--- config.mk ---
export PLATFORM = sky130hd
export DESIGN_NAME = pid_loop_sequencer
export DESIGN_NICKNAME = d
export VERILOG_FILES = /design/src/rtl/pid_seq_pkg.sv /design/src/rtl/sample_tick_gen.sv /design/src/rtl/pid_loop_sequencer.sv
export SDC_FILE = /design/constraint.sdc
export NUM_CORES = 1
export LEC_CHECK = 0
export ABC_AREA = 0
export BUFFER_PORTS_ARGS = -buffer_cell sky130_fd_sc_hd__clkbuf_2
export CORE_ASPECT_RATIO = 0.8
export CORE_UTILIZATION = 46
export CTS_CLUSTER_SIZE = 12
export DETAILED_ROUTE_END_ITERATION = 7
export GPL_ROUTABILITY_DRIVEN = 0
export PLACE_DENSITY_LB_ADDON = 0.12
export SETUP_SLACK_MARGIN = 0.15
export SLEW_MARGIN = 10
export SYNTH_ARGS = -nofsm -noshare
export SYNTH_HDL_FRONTEND = slang
export SYNTH_SLANG_ARGS = --single-unit
export TNS_END_PERCENT = 50
--- constraint.sdc ---
create_clock -name clk -period 4.1 [get_ports clk]
set_input_delay 0.205 -clock clk [delete_from_list [all_inputs] [get_ports clk]]
set_output_delay 0.205 -clock clk [all_outputs]
set_load 0.01 [all_outputs]
--- src/rtl/pid_seq_pkg.sv ---
// Shared types and widths for the PID loop sequencer.
// Fixed-point values are signed Q16.16; sensor samples are 12-bit signed.
package pid_seq_pkg;
  localparam int FRAC_BITS = 16;
  localparam int Q_W       = 32;
  localparam int SENSOR_W  = 12;

  typedef enum logic [2:0] {
    S_IDLE,
    S_WAIT_TICK,
    S_ADC_REQ,
    S_ADC_WAIT,
    S_PID_RUN,
    S_CAPTURE,
    S_FAULT
  } state_e;

  function automatic logic signed [Q_W-1:0] q_clamp(
    input logic signed [Q_W-1:0] v,
    input logic signed [Q_W-1:0] lo,
    input logic signed [Q_W-1:0] hi
  );
    if (v < lo)      return lo;
    else if (v > hi) return hi;
    else             return v;
  endfunction
endpackage

--- src/rtl/sample_tick_gen.sv ---
// Sample-period divider: one-cycle tick every SAMPLE_DIV cycles while enabled.
module sample_tick_gen #(
  parameter int SAMPLE_DIV = 50000
) (
  input  logic clk,
  input  logic reset,
  input  logic enable,
  output logic tick
);
  localparam int              CW   = $clog2(SAMPLE_DIV);
  localparam logic [CW-1:0]   LAST = CW'(SAMPLE_DIV - 1);

  logic [CW-1:0] cnt_q, cnt_d;

  always_comb begin
    cnt_d = '0;
    if (enable) cnt_d = (cnt_q == LAST) ? '0 : cnt_q + 1'b1;
  end

  always_ff @(posedge clk or negedge reset) begin
    if (!reset) cnt_q <= '0;
    else        cnt_q <= cnt_d;
  end

  assign tick = enable && (cnt_q == LAST);
endmodule

--- src/rtl/pid_loop_sequencer.sv ---
// Runs one ADC -> PID -> clamp/publish cycle per sample tick, with ADC timeout
// fault handling and a saturating count of ticks lost while a sample was busy.
module pid_loop_sequencer
  import pid_seq_pkg::*;
#(
  parameter int                     SAMPLE_DIV  = 50000,
  parameter int                     PID_CYCLES  = 2,
  parameter int                     ADC_TIMEOUT = 1023,
  parameter logic signed [Q_W-1:0]  OUT_MIN     = 32'sh0000_0000,
  parameter logic signed [Q_W-1:0]  OUT_MAX     = 32'sh00FF_0000
) (
  input  logic                       clk,
  input  logic                       reset,
  input  logic                       enable,
  input  logic [Q_W-1:0]             setpoint_in,
  input  logic                       setpoint_load,
  input  logic                       fault_clr,
  output logic                       adc_start,
  input  logic                       adc_valid,
  input  logic [SENSOR_W-1:0]        adc_data,
  output logic [SENSOR_W-1:0]        pid_sensor,
  output logic [Q_W-1:0]             pid_setpoint,
  output logic                       pid_ce,
  input  logic signed [Q_W-1:0]      pid_out,
  output logic [Q_W-1:0]             ctrl_out,
  output logic                       ctrl_valid,
  output logic                       fault,
  output logic [7:0]                 overrun_cnt
);
  localparam int            TW      = $clog2(ADC_TIMEOUT + 1);
  localparam logic [TW-1:0] TO_LAST = TW'(ADC_TIMEOUT - 1);
  localparam logic [3:0]    PC_LAST = 4'(PID_CYCLES - 1);

  logic tick;

  sample_tick_gen #(.SAMPLE_DIV(SAMPLE_DIV)) u_tick (
    .clk    (clk),
    .reset  (reset),
    .enable (enable),
    .tick   (tick)
  );

  state_e                state_q, state_d;
  logic [TW-1:0]         to_cnt_q, to_cnt_d;
  logic [3:0]            pcnt_q, pcnt_d;
  logic [Q_W-1:0]        pend_q, pend_d;
  logic [SENSOR_W-1:0]   sens_q, sens_d;
  logic [Q_W-1:0]        sp_q, sp_d;
  logic [Q_W-1:0]        ctrl_q, ctrl_d;
  logic [7:0]            ovr_q, ovr_d;
  logic                  adc_start_q, adc_start_d;
  logic                  pid_ce_q, pid_ce_d;
  logic                  ctrl_valid_q, ctrl_valid_d;
  logic                  fault_q, fault_d;

  always_comb begin
    state_d  = state_q;
    to_cnt_d = to_cnt_q;
    pcnt_d   = pcnt_q;
    pend_d   = setpoint_load ? setpoint_in : pend_q;
    sens_d   = sens_q;
    sp_d     = sp_q;
    ctrl_d   = ctrl_q;
    ovr_d    = ovr_q;

    if (tick && state_q != S_IDLE && state_q != S_WAIT_TICK && ovr_q != 8'hFF)
      ovr_d = ovr_q + 8'd1;

    // Dropping enable aborts the sample without touching the data registers.
    if (!enable && state_q != S_FAULT) begin
      state_d = S_IDLE;
    end else begin
      unique case (state_q)
        S_IDLE:      if (!fault_q) state_d = S_WAIT_TICK;
        S_WAIT_TICK: if (tick) state_d = S_ADC_REQ;
        S_ADC_REQ: begin
          sp_d     = pend_q;
          to_cnt_d = '0;
          state_d  = S_ADC_WAIT;
        end
        S_ADC_WAIT: begin
          if (adc_valid) begin
            sens_d  = adc_data;
            pcnt_d  = '0;
            state_d = S_PID_RUN;
          end else if (to_cnt_q == TO_LAST) begin
            state_d = S_FAULT;
          end else begin
            to_cnt_d = to_cnt_q + 1'b1;
          end
        end
        S_PID_RUN: begin
          if (pcnt_q == PC_LAST) state_d = S_CAPTURE;
          else                   pcnt_d  = pcnt_q + 4'd1;
        end
        S_CAPTURE:   state_d = S_WAIT_TICK;
        S_FAULT:     if (fault_clr) state_d = S_IDLE;
        default:     state_d = S_IDLE;
      endcase
    end

    // pid_out is sampled on the final enabled PID edge so ctrl_out lands with ctrl_valid.
    if (state_d == S_CAPTURE) ctrl_d = q_clamp(pid_out, OUT_MIN, OUT_MAX);

    adc_start_d  = (state_d == S_ADC_REQ);
    pid_ce_d     = (state_d == S_PID_RUN);
    ctrl_valid_d = (state_d == S_CAPTURE);
    fault_d      = (state_d == S_FAULT);
  end

  always_ff @(posedge clk or negedge reset) begin
    if (!reset) begin
      state_q      <= S_IDLE;
      to_cnt_q     <= '0;
      pcnt_q       <= '0;
      pend_q       <= '0;
      sens_q       <= '0;
      sp_q         <= '0;
      ctrl_q       <= '0;
      ovr_q        <= '0;
      adc_start_q  <= 1'b0;
      pid_ce_q     <= 1'b0;
      ctrl_valid_q <= 1'b0;
      fault_q      <= 1'b0;
    end else begin
      state_q      <= state_d;
      to_cnt_q     <= to_cnt_d;
      pcnt_q       <= pcnt_d;
      pend_q       <= pend_d;
      sens_q       <= sens_d;
      sp_q         <= sp_d;
      ctrl_q       <= ctrl_d;
      ovr_q        <= ovr_d;
      adc_start_q  <= adc_start_d;
      pid_ce_q     <= pid_ce_d;
      ctrl_valid_q <= ctrl_valid_d;
      fault_q      <= fault_d;
    end
  end

  assign adc_start    = adc_start_q;
  assign pid_sensor   = sens_q;
  assign pid_setpoint = sp_q;
  assign pid_ce       = pid_ce_q;
  assign ctrl_out     = ctrl_q;
  assign ctrl_valid   = ctrl_valid_q;
  assign fault        = fault_q;
  assign overrun_cnt  = ovr_q;
endmodule

* Yosys cells after proc, flatten, opt, wreduce, memory -nomap -nowiden
Cells that the tools add are included.
Widths: inputs -> output; s select.
** Storage, ports and cells
- Bits in registers :: 153
- Latch bits :: 0
- Bits in writable memories :: 0
- ROM bits :: 0
- Input port bits :: 82
- Output and inout port bits :: 88
- Logic and storage cells :: 72
- Memories kept :: 0
** Operators by class
- Add/sub/neg operators :: 4
- Multiply operators :: 0
- Div/mod/pow operators :: 0
- $lt $le $gt $ge :: 2
- Eq/ne operators :: 20
- Shift operators :: 0
- Muxes and demuxes :: 18
- Bitwise gates (word level) :: 1
- Reduce and logical (&&, ||, !) cells :: 14
** Operators by type and width (count)
- $mux 32 :: 2
- $gt 32x25->1 const B :: 1
- $lt 32x1->1 const B :: 1
- $mux 16 :: 2
- $mux 3 :: 7
- $pmux 3 s7 :: 1
- $mux 10 :: 2
- $pmux 10 s2 :: 1
- $eq 3x3->1 const B :: 6
- $add 16x1->16 const B :: 1
- $eq 16x16->1 const B :: 1
- $add 10x1->10 const B :: 1
- $eq 10x10->1 const B :: 1
- $eq 3x2->1 const B :: 3
- $add 8x1->8 const B :: 1
- $mux 4 :: 2
- $ne 2x2->1 const B :: 4
- $ne 8x8->1 const B :: 1
- $pmux 4 s2 :: 1
- $reduce_and 4->1 :: 2
- $logic_and 1x1->1 :: 5
- $add 4x1->4 const B :: 1
- $eq 4x1->1 const B :: 1
- $reduce_bool 2->1 :: 2
- 9 further kinds :: 9

* Depth between registers and ports, before layout
Gate-level depths: netlist (run 1).
- Depth in word-level cells :: 6
- Mapped depth :: 9
- Depth with buffers taken out :: 7

* By module
Synthesis (run 1) repeated with hierarchy kept, for this count alone.
** Second synthesis, totals
- Cells, all modules :: 521
- Area, all modules :: 6551.3 um^2
** Modules (own cells, without submodules)
- pid_loop_sequencer :: instances 1, cells an instance 441, area an instance 5709.2 um^2, seq. area each 3403.3 um^2
- sample_tick_gen :: instances 1, cells an instance 80, area an instance 842.1 um^2, seq. area each 400.4 um^2

* Worst setup path after synthesis (run 1)
Ideal clock, no wire load.
- Kind :: register -> register
- From :: register to_cnt_q[0] (netlist name)
- To :: register pcnt_q[0]
- Setup time :: 127 ps
- Arrival :: 1791 ps
- Data required time :: 3973 ps
- Setup slack :: 2182 ps
- Cell stages (with the launch flop) :: 9
- Path buffers :: 1
- Period minus slack after synthesis :: 1918 ps
- Path through :: dfrtp_1 > inv_1 > ha_1 > and4_1 > nand4_2 > a21o_1 > buf_6 > nand3b_4 > mux2_1
** RTL lines
- end signal: assignment :: line pid_loop_sequencer.sv:128 : pcnt_q <= pcnt_d;
- end: declaration :: line pid_loop_sequencer.sv:45 : logic [3:0] pcnt_q, pcnt_d;

* Final worst setup path (run 1)
- From :: register to_cnt_q[0]
- To :: register ctrl_q[28] (netlist: ctrl_out[28])
** Between the ends
- Longest elaborated chain between the ends :: 6
** RTL lines
- start: declaration :: line pid_loop_sequencer.sv:44 : logic [TW-1:0] to_cnt_q, to_cnt_d;
- start signal: assignment :: line pid_loop_sequencer.sv:127 : to_cnt_q <= to_cnt_d;
- $eq 10x10->1 :: line pid_loop_sequencer.sv:86 : end else if (to_cnt_q == TO_LAST) begin
- $mux 3 :: line pid_loop_sequencer.sv:86
- $mux 3 :: line pid_loop_sequencer.sv:82 : if (adc_valid) begin
- $pmux 3 s7 :: line pid_loop_sequencer.sv:73 : unique case (state_q)
- $mux 3 :: line pid_loop_sequencer.sv:70 : if (!enable && state_q != S_FAULT) begin
- $eq 3x3->1
- named net ctrl_valid_d :: line pid_loop_sequencer.sv:53 : logic ctrl_valid_q, ctrl_valid_d;
- end signal: assignment :: line pid_loop_sequencer.sv:132 : ctrl_q <= ctrl_d;
- end: declaration :: line pid_loop_sequencer.sv:49 : logic [Q_W-1:0] ctrl_q, ctrl_d;
The timed path passes the listed nets, and every way through them passes these cells.
A chain may end at the register's enable or synchronous reset.

==> flow_results.xml, run 1 <==
<?xml version="1.0" encoding="UTF-8"?>
<metrics>
  <group name="logic_synthesis">
    <metric name="ys_async_sr_fraction" unit="">1.000</metric>
    <metric name="mappedNetlistArea" unit="mm²">0.006534</metric>
    <metric name="syn_avg_cell_area" unit="µm²">12.26</metric>
    <metric name="ys_ff_latch" unit="">152</metric>
    <metric name="ys_warn_count" unit="">0</metric>
    <metric name="synth.distinct_cells" unit="">50</metric>
    <metric name="synthesis.nets" unit="">621</metric>
    <metric name="synth-seq-area-share" unit="">0.5822</metric>
    <metric name="postSynth.topFlopCell" unit="">sky130_fd_sc_hd__dfrtp_1</metric>
    <metric name="syn-instance-count" unit="">533</metric>
    <metric name="synth_enable_flop_cells" unit="">0</metric>
  </group>
  <group name="placement">
    <metric name="numPortBuffers" unit="">168</metric>
    <metric name="post-dp-hpwl" unit="mm">9.536</metric>
    <metric name="detailed_place.area" unit="mm²">0.007493</metric>
    <metric name="post-place-cells" unit="">857</metric>
  </group>
  <group name="floorplanning">
    <metric name="row_count" unit="">38</metric>
    <metric name="area_of_the_die" unit="mm²">0.01469</metric>
    <metric name="fp.dieW" unit="µm">135.2</metric>
    <metric name="dieHeight" unit="µm">108.6</metric>
    <metric name="ios" unit="">170</metric>
    <metric name="coreArea" unit="mm²">0.01369</metric>
    <metric name="initial_core_util" unit="">0.4772</metric>
  </group>
  <group name="setup_path">
    <metric name="crit_fanout" unit="">34</metric>
    <metric name="cp.required" unit="ns">4.39</metric>
    <metric name="timing.setup.critical_path_class" unit="">reg -&gt; reg</metric>
    <metric name="cp.arrival" unit="ns">2.70</metric>
    <metric name="crit_path_end_kind" unit="">register</metric>
    <metric name="worst_setup_path_start_kind" unit="">register</metric>
  </group>
  <group name="cells_and_area">
    <metric name="layout_common_cells" unit="">sky130_fd_sc_hd__clkbuf_2 (167), sky130_fd_sc_hd__dfrtp_1 (152), sky130_fd_sc_hd__mux2_2 (77)</metric>
    <metric name="fin_nets" unit="">788</metric>
    <metric name="layoutNonFillerInstCount" unit="">892</metric>
    <metric name="layout-area-overhead-vs-synth" unit="%">23.67</metric>
    <metric name="design_area" unit="mm²">0.008080</metric>
    <metric name="layout.area.seq" unit="mm²">0.003804</metric>
    <metric name="drive_above_1_share" unit="">0.4059</metric>
    <metric name="antenna-diode-count" unit="">0</metric>
    <metric name="mostFrequentLayoutCell" unit="">sky130_fd_sc_hd__clkbuf_2</metric>
    <metric name="multi_input_logic_area" unit="mm²">0.002467</metric>
    <metric name="filler_cell_count" unit="">1152</metric>
  </group>
  <group name="sta">
    <metric name="sum_of_negative_setup_slack" unit="ns">0</metric>
    <metric name="report.final.setup_viol" unit="">0</metric>
    <metric name="slew_headroom" unit="">0.2923</metric>
    <metric name="fmax" unit="MHz">414.9</metric>
    <metric name="clock_skew" unit="ns">0.009020</metric>
    <metric name="finalMaxSlewViolations" unit="">0</metric>
    <metric name="tightestPinTransition" unit="ns">1.059</metric>
    <metric name="rsz_0062_raised_after_global_routing" unit="">no</metric>
    <metric name="min_period" unit="ns">2.410</metric>
    <metric name="timing.hold.ws" unit="ns">0.01584</metric>
    <metric name="fin_crit_sh" unit="">0.5878</metric>
    <metric name="hold_viol" unit="">0</metric>
  </group>
  <group name="job">
    <metric name="cap_violations" unit="">0</metric>
  </group>
  <group name="drt">
    <metric name="dr_total_vias" unit="">4652</metric>
    <metric name="post_drt_via_cell_ratio" unit="">5.215</metric>
    <metric name="initialDrtViolationCount" unit="">218</metric>
    <metric name="ant_nets" unit="">0</metric>
    <metric name="post_drt_wl_per_cell" unit="µm">15.29</metric>
    <metric name="postRouteWirelength" unit="mm">13.64</metric>
    <metric name="detailedRoute.firstPassIterationCount" unit="">6</metric>
    <metric name="detail_route.drc_violations" unit="">0</metric>
  </group>
  <group name="cts">
    <metric name="cts.clk_slew.worst_paths" unit="ns">0.06</metric>
    <metric name="cts_sinks" unit="">152</metric>
    <metric name="postCtsHoldBufs" unit="">1</metric>
    <metric name="cts_inserted_buffers" unit="">17</metric>
    <metric name="cts_tree" unit="">yes</metric>
    <metric name="cts-root-buf" unit="">sky130_fd_sc_hd__clkbuf_16</metric>
    <metric name="clkLatencyLatePin" unit="ns">0.42</metric>
    <metric name="cts_resized" unit="">0</metric>
    <metric name="number_of_h_tree_levels" unit="">4</metric>
    <metric name="postCtsSetupBuffers" unit="">0</metric>
    <metric name="cts_buffer_depth" unit="">2</metric>
  </group>
  <group name="global_routing">
    <metric name="via_count_of_the_first_global_routing_pass" unit="">4629</metric>
    <metric name="aggregate_global_route_resource_usage" unit="">0.2030</metric>
    <metric name="grt_first_pass_wirelength" unit="mm">23.01</metric>
    <metric name="grt_antenna_before_repair" unit="">0</metric>
    <metric name="grt_max_degree" unit="">96</metric>
    <metric name="grt_overflow" unit="">0</metric>
  </group>
  <group name="power_and_ir_drop">
    <metric name="power_leakage" unit="nW">4.076</metric>
    <metric name="power.total" unit="mW">3.143</metric>
    <metric name="worst_ir_drop_vdd" unit="µV">279.0</metric>
    <metric name="power-per-cell-area" unit="mW/mm²">389.0</metric>
  </group>
  <group name="run_status">
    <metric name="result_of_the_run" unit="">complete, no violations</metric>
  </group>
  <group name="worst_hold_path">
    <metric name="min_path_type" unit="">in -&gt; reg</metric>
  </group>
</metrics>
[final timing paths]
kind                            startpoint         endpoint  slack, ns  depth (start not counted)
setup / recovery               to_cnt_q[0]     ctrl_out[28]       1.69                          8
hold / removal                 adc_data[5]    pid_sensor[5]       0.02                          2
setup reg to reg               to_cnt_q[0]     ctrl_out[28]       1.69                          8
hold reg to reg            u_tick.cnt_q[0]  u_tick.cnt_q[0]       0.46                          1
max in group asynchronous            reset   overrun_cnt[4]       2.72                          3
min in group asynchronous            reset  pid_setpoint[2]       0.43                          2
[cell families after synthesis]
group           count (synthesis)  synth area share
compound gates                 77           0.08158
xor+xnor                       26           0.03485
fa+ha+maj                       6           0.01149
buf+inv                        59           0.04136
flops                         152            0.5822
mux                            80            0.1377
other cells                     1         0.0005739
simple gates                  132            0.1103
[layer usage]
layer,GRT usage,wire length [µm],up-vias
met5,0,0,-
met4,0.05377,123,0
met3,0.06282,829,10
met2,0.3194,6467,151
met1,0.2725,6219,2268
li1,-,-,2223
[power by group]
group / switching (mW) / internal (mW)
combinational: 0.0854 / 0.0708
clock: 0.588 / 0.843
sequential: 0.0197 / 1.54
[layout make-up]
cell class / count / share of cell area
inverter: 30 / 0.01394
sequential: 152 / 0.4707
clock inverter: 12 / 0.01285
timing repair buffer: 177 / 0.1144
multi-input combinational: 322 / 0.3054
clock buffer: 19 / 0.05482
tap: 180 / 0.02787
[cell usage after synthesis, types with 2 or more instances]
| cell | instances | area, µm² |
|---|---|---|
| sky130_fd_sc_hd__nand3_1 | 12 | 60.06 |
| sky130_fd_sc_hd__o21ai_1 | 6 | 30.03 |
| sky130_fd_sc_hd__buf_4 | 2 | 15.01 |
| sky130_fd_sc_hd__ha_1 | 6 | 75.07 |
| sky130_fd_sc_hd__nor4_1 | 9 | 56.30 |
| sky130_fd_sc_hd__nor2_1 | 40 | 150.1 |
| sky130_fd_sc_hd__o41ai_1 | 24 | 210.2 |
| sky130_fd_sc_hd__a21oi_1 | 8 | 40.04 |
| sky130_fd_sc_hd__xor2_1 | 6 | 52.55 |
| sky130_fd_sc_hd__mux2_1 | 2 | 22.52 |
| sky130_fd_sc_hd__dfrtp_1 | 152 | 3804 |
| sky130_fd_sc_hd__nand4_1 | 11 | 68.82 |
| sky130_fd_sc_hd__inv_1 | 30 | 112.6 |
| sky130_fd_sc_hd__and4_1 | 2 | 17.52 |
| sky130_fd_sc_hd__clkbuf_1 | 11 | 41.29 |
| sky130_fd_sc_hd__xnor2_1 | 20 | 175.2 |
| sky130_fd_sc_hd__mux2_2 | 77 | 867.1 |
| sky130_fd_sc_hd__nor3_1 | 7 | 35.03 |
| sky130_fd_sc_hd__nand2_1 | 14 | 52.55 |
| sky130_fd_sc_hd__and2_1 | 4 | 25.02 |
| sky130_fd_sc_hd__nor4b_1 | 2 | 17.52 |
| sky130_fd_sc_hd__a21o_1 | 3 | 22.52 |
| sky130_fd_sc_hd__nor2b_1 | 8 | 50.05 |
| sky130_fd_sc_hd__o21ai_0 | 26 | 130.1 |
| sky130_fd_sc_hd__nand3b_1 | 2 | 15.01 |
| sky130_fd_sc_hd__buf_1 | 3 | 11.26 |
| sky130_fd_sc_hd__buf_2 | 9 | 45.04 |
| sky130_fd_sc_hd__buf_6 | 4 | 45.04 |
| sky130_fd_sc_hd__nor4bb_1 | 2 | 20.02 |
| sky130_fd_sc_hd__and3b_1 | 2 | 17.52 |
| sky130_fd_sc_hd__and3_1 | 6 | 37.54 |
| sky130_fd_sc_hd__or3_1 | 5 | 31.28 |
[per-stage QoR]
stage | setup slack, ns | util
finish | 1.690 | 0.5901
CTS | 1.679 | 0.5879
floorplan | 2.182 | -
global route | 1.503 | 0.5901
global placement | 1.837 | 0.5472
detailed placement | 1.674 | 0.5472
[critical path, stage by stage (launching register included)]
cell and delay (ns):
sky130_fd_sc_hd__dfrtp_1 0.43, sky130_fd_sc_hd__inv_1 0.08, sky130_fd_sc_hd__ha_1 0.13, sky130_fd_sc_hd__and4_1 0.26, sky130_fd_sc_hd__nand4_2 0.20, sky130_fd_sc_hd__a21o_1 0.42
sky130_fd_sc_hd__buf_4 0.33, sky130_fd_sc_hd__nor2_2 0.33, sky130_fd_sc_hd__nor2b_1 0.10
[sequential cells by signal, indices dropped and copies added, names as in the netlist]
register,count
pid_sensor,12
pid_setpoint,32
overrun_cnt,8
pend_q,32
u_tick.cnt_q,16
adc_start,1
ctrl_valid,1
ctrl_out,31
fault,1
pid_ce,1
to_cnt_q,10
pcnt_q,4
state_q,3
No activity file was read; power rests on OpenSTA's default activity.
==> inputs of run 2 (changes only) <==
Clock period 4.1 ns to 2.2 ns, I/O delays scaled along.
==> flow_results.xml, run 2 (synthesized netlist as in run 1, its figures left out) <==
<?xml version="1.0" encoding="UTF-8"?>
<metrics>
  <group name="placement">
    <metric name="post-place-cells" unit="">864</metric>
    <metric name="numPortBuffers" unit="">168</metric>
    <metric name="post-dp-hpwl" unit="mm">9.529</metric>
    <metric name="dp_worst_slack" unit="ns">0.03539</metric>
    <metric name="detailed_place.area" unit="mm²">0.007609</metric>
  </group>
  <group name="run_status">
    <metric name="result_of_the_run" unit="">complete, no violations</metric>
  </group>
  <group name="cells_and_area">
    <metric name="layout_common_cells" unit="">sky130_fd_sc_hd__clkbuf_2 (167), sky130_fd_sc_hd__dfrtp_1 (152), sky130_fd_sc_hd__mux2_2 (77)</metric>
    <metric name="layout-area-overhead-vs-synth" unit="%">37.80</metric>
    <metric name="mostFrequentLayoutCell" unit="">sky130_fd_sc_hd__clkbuf_2</metric>
    <metric name="antenna-diode-count" unit="">0</metric>
    <metric name="fin_nets" unit="">860</metric>
    <metric name="layoutNonFillerInstCount" unit="">965</metric>
    <metric name="design_area" unit="mm²">0.009004</metric>
    <metric name="drive_above_1_share" unit="">0.3924</metric>
  </group>
  <group name="global_routing">
    <metric name="met1_usage" unit="">0.2821</metric>
    <metric name="grt_max_degree" unit="">55</metric>
    <metric name="globalRoute.busiestLayer" unit="">met2</metric>
    <metric name="use_met2" unit="">0.3377</metric>
    <metric name="grt_antenna_before_repair" unit="">0</metric>
    <metric name="grt_overflow" unit="">0</metric>
    <metric name="grt_first_pass_wirelength" unit="mm">24.35</metric>
    <metric name="met3_usage" unit="">0.07407</metric>
    <metric name="via_count_of_the_first_global_routing_pass" unit="">4988</metric>
    <metric name="aggregate_global_route_resource_usage" unit="">0.2162</metric>
  </group>
  <group name="drt">
    <metric name="dr_total_vias" unit="">5029</metric>
    <metric name="postRouteWirelength" unit="mm">14.90</metric>
    <metric name="ant_nets" unit="">0</metric>
    <metric name="initialDrtViolationCount" unit="">280</metric>
    <metric name="post_drt_via_cell_ratio" unit="">5.211</metric>
    <metric name="detail_route.drc_violations" unit="">0</metric>
    <metric name="detailedRoute.firstPassIterationCount" unit="">5</metric>
    <metric name="post_drt_wl_per_cell" unit="µm">15.44</metric>
  </group>
  <group name="floorplanning">
    <metric name="fp.dieW" unit="µm">135.2</metric>
    <metric name="ios" unit="">170</metric>
    <metric name="dieHeight" unit="µm">108.6</metric>
    <metric name="row_count" unit="">38</metric>
    <metric name="coreArea" unit="mm²">0.01369</metric>
    <metric name="initial_core_util" unit="">0.4772</metric>
    <metric name="area_of_the_die" unit="mm²">0.01469</metric>
  </group>
  <group name="power_and_ir_drop">
    <metric name="worst_ir_drop_vdd" unit="µV">580.4</metric>
    <metric name="power_leakage" unit="nW">4.478</metric>
    <metric name="power-per-cell-area" unit="mW/mm²">703.9</metric>
  </group>
  <group name="sta">
    <metric name="min_period" unit="ns">2.049</metric>
    <metric name="clock_skew" unit="ns">0.01310</metric>
    <metric name="setup_ws" unit="ns">0.1513</metric>
    <metric name="finalMaxSlewViolations" unit="">0</metric>
    <metric name="timing.hold.ws" unit="ns">0.02566</metric>
    <metric name="rsz_0062_raised_after_global_routing" unit="">yes</metric>
    <metric name="slew_headroom" unit="">0.5991</metric>
    <metric name="tightestPinTransition" unit="ns">0.6013</metric>
    <metric name="fin_crit_sh" unit="">0.9312</metric>
    <metric name="report.final.setup_viol" unit="">0</metric>
    <metric name="hold_viol" unit="">0</metric>
    <metric name="sum_of_negative_setup_slack" unit="ns">0</metric>
    <metric name="fmax" unit="MHz">488.1</metric>
  </group>
  <group name="worst_hold_path">
    <metric name="min_path_type" unit="">in -&gt; reg</metric>
  </group>
  <group name="cts">
    <metric name="cts_buffer_depth" unit="">2</metric>
    <metric name="cts-root-buf" unit="">sky130_fd_sc_hd__clkbuf_16</metric>
    <metric name="number_of_h_tree_levels" unit="">4</metric>
    <metric name="clkLatencyLatePin" unit="ns">0.43</metric>
    <metric name="cts_sinks" unit="">152</metric>
    <metric name="cts_tree" unit="">yes</metric>
    <metric name="cts.clk_slew.worst_paths" unit="ns">0.06</metric>
    <metric name="cts_inserted_buffers" unit="">17</metric>
  </group>
  <group name="setup_path">
    <metric name="crit_path_cell_trace" unit="">ha_1, and4_2, a311oi_4, a211oi_4, buf_12, o21ai_0, o41ai_2</metric>
    <metric name="worst_setup_path_start_kind" unit="">register</metric>
    <metric name="timing.critical_path.slowest_cell_delay" unit="ns">0.40</metric>
    <metric name="cp.required" unit="ns">2.50</metric>
    <metric name="crit_path_end_kind" unit="">register</metric>
    <metric name="crit_fanout" unit="">26</metric>
    <metric name="slowest_cell_on_crit_path" unit="">sky130_fd_sc_hd__dfrtp_1</metric>
    <metric name="timing.setup.critical_path_class" unit="">reg -&gt; reg</metric>
    <metric name="cp.arrival" unit="ns">2.35</metric>
  </group>
  <group name="job">
    <metric name="cap_violations" unit="">0</metric>
  </group>
</metrics>
## run 2: cell types whose count changed in the layout (fill, tap and decap cells not counted), sizes merged
cell	before	now
dlygate4sd3	4	66
buf	6	15
clkinv	7	0
inv	31	37
bufinv	1	3
clkinvlp	3	5
clkbuf	186	185
## run 2: cell type report
cell class	count	area [µm²]
Fill cell	1074	4690
Timing Repair Buffer	249	1704
Tap cell	180	225.2
Inverter	30	112.6
Clock inverter	15	188.9
Multi-Input combinational cell	322	2544
Sequential cell	152	3804
Clock buffer	17	425.4
## run 2: per-layer routing
layer | part of all wire | up-vias
li1 | - | 2375
met1 | 0.44 | 2471
met2 | 0.49 | 160
met3 | 0.060 | 23
met4 | 0.011 | 0
met5 | 0 | -
## run 2: stage by stage
| stage | util | power, mW |
|---|---|---|
| final | 0.6575 | 6.338 |
| after global routing | 0.6575 | 6.588 |
| after CTS | 0.6501 | 6.392 |
| after detailed placement | 0.5556 | 3.250 |
| after global placement | 0.5556 | 3.235 |
| after floorplan | - | 3.072 |
## run 2: path summary, 6_finish.rpt
path,from,end,slack [ns],depth (start not counted)
worst max register to register,to_cnt_q[1],ctrl_out[10],0.15,7
max in group asynchronous,reset,ctrl_out[6],1.37,3
worst min-delay path,pid_out[31],ctrl_out[18],0.03,2
worst min register to register,u_tick.cnt_q[0],u_tick.cnt_q[0],0.46,1
worst max-delay path,to_cnt_q[1],ctrl_out[10],0.15,7
min in group asynchronous,reset,pid_setpoint[5],0.18,2
## run 2: report_power, final
part / switching [mW] / total (mW) / internal (mW)
Sequential: 0.0388 / 2.90 / 2.86
Clock: 1.22 / 3.03 / 1.81
Combinational: 0.187 / 0.408 / 0.222
Total: 1.45 / 6.34 / 4.89
## run 2: what timing repair did
| item | CTS | global route |
|---|---|---|
| hold endpoints to repair | 110 | 0 |
| setup buffers | 0 | 1 |
| cloned | 0 | 2 |
| pin swaps | 2 | 2 |
| endpoints found under the setup margin | 17 | 56 |
| gates resized for setup | 2 | 12 |
| hold buffers | 66 | 0 |
## run 2: critical path: cells and delay by family (launching register included)
kind	cells	cell delay [ns]
DFF	1	0.40
adders and majority gates	1	0.18
and+or+nand+nor	1	0.27
AOI/OAI and AO/OA	4	0.88
buffers and inverters	1	0.19
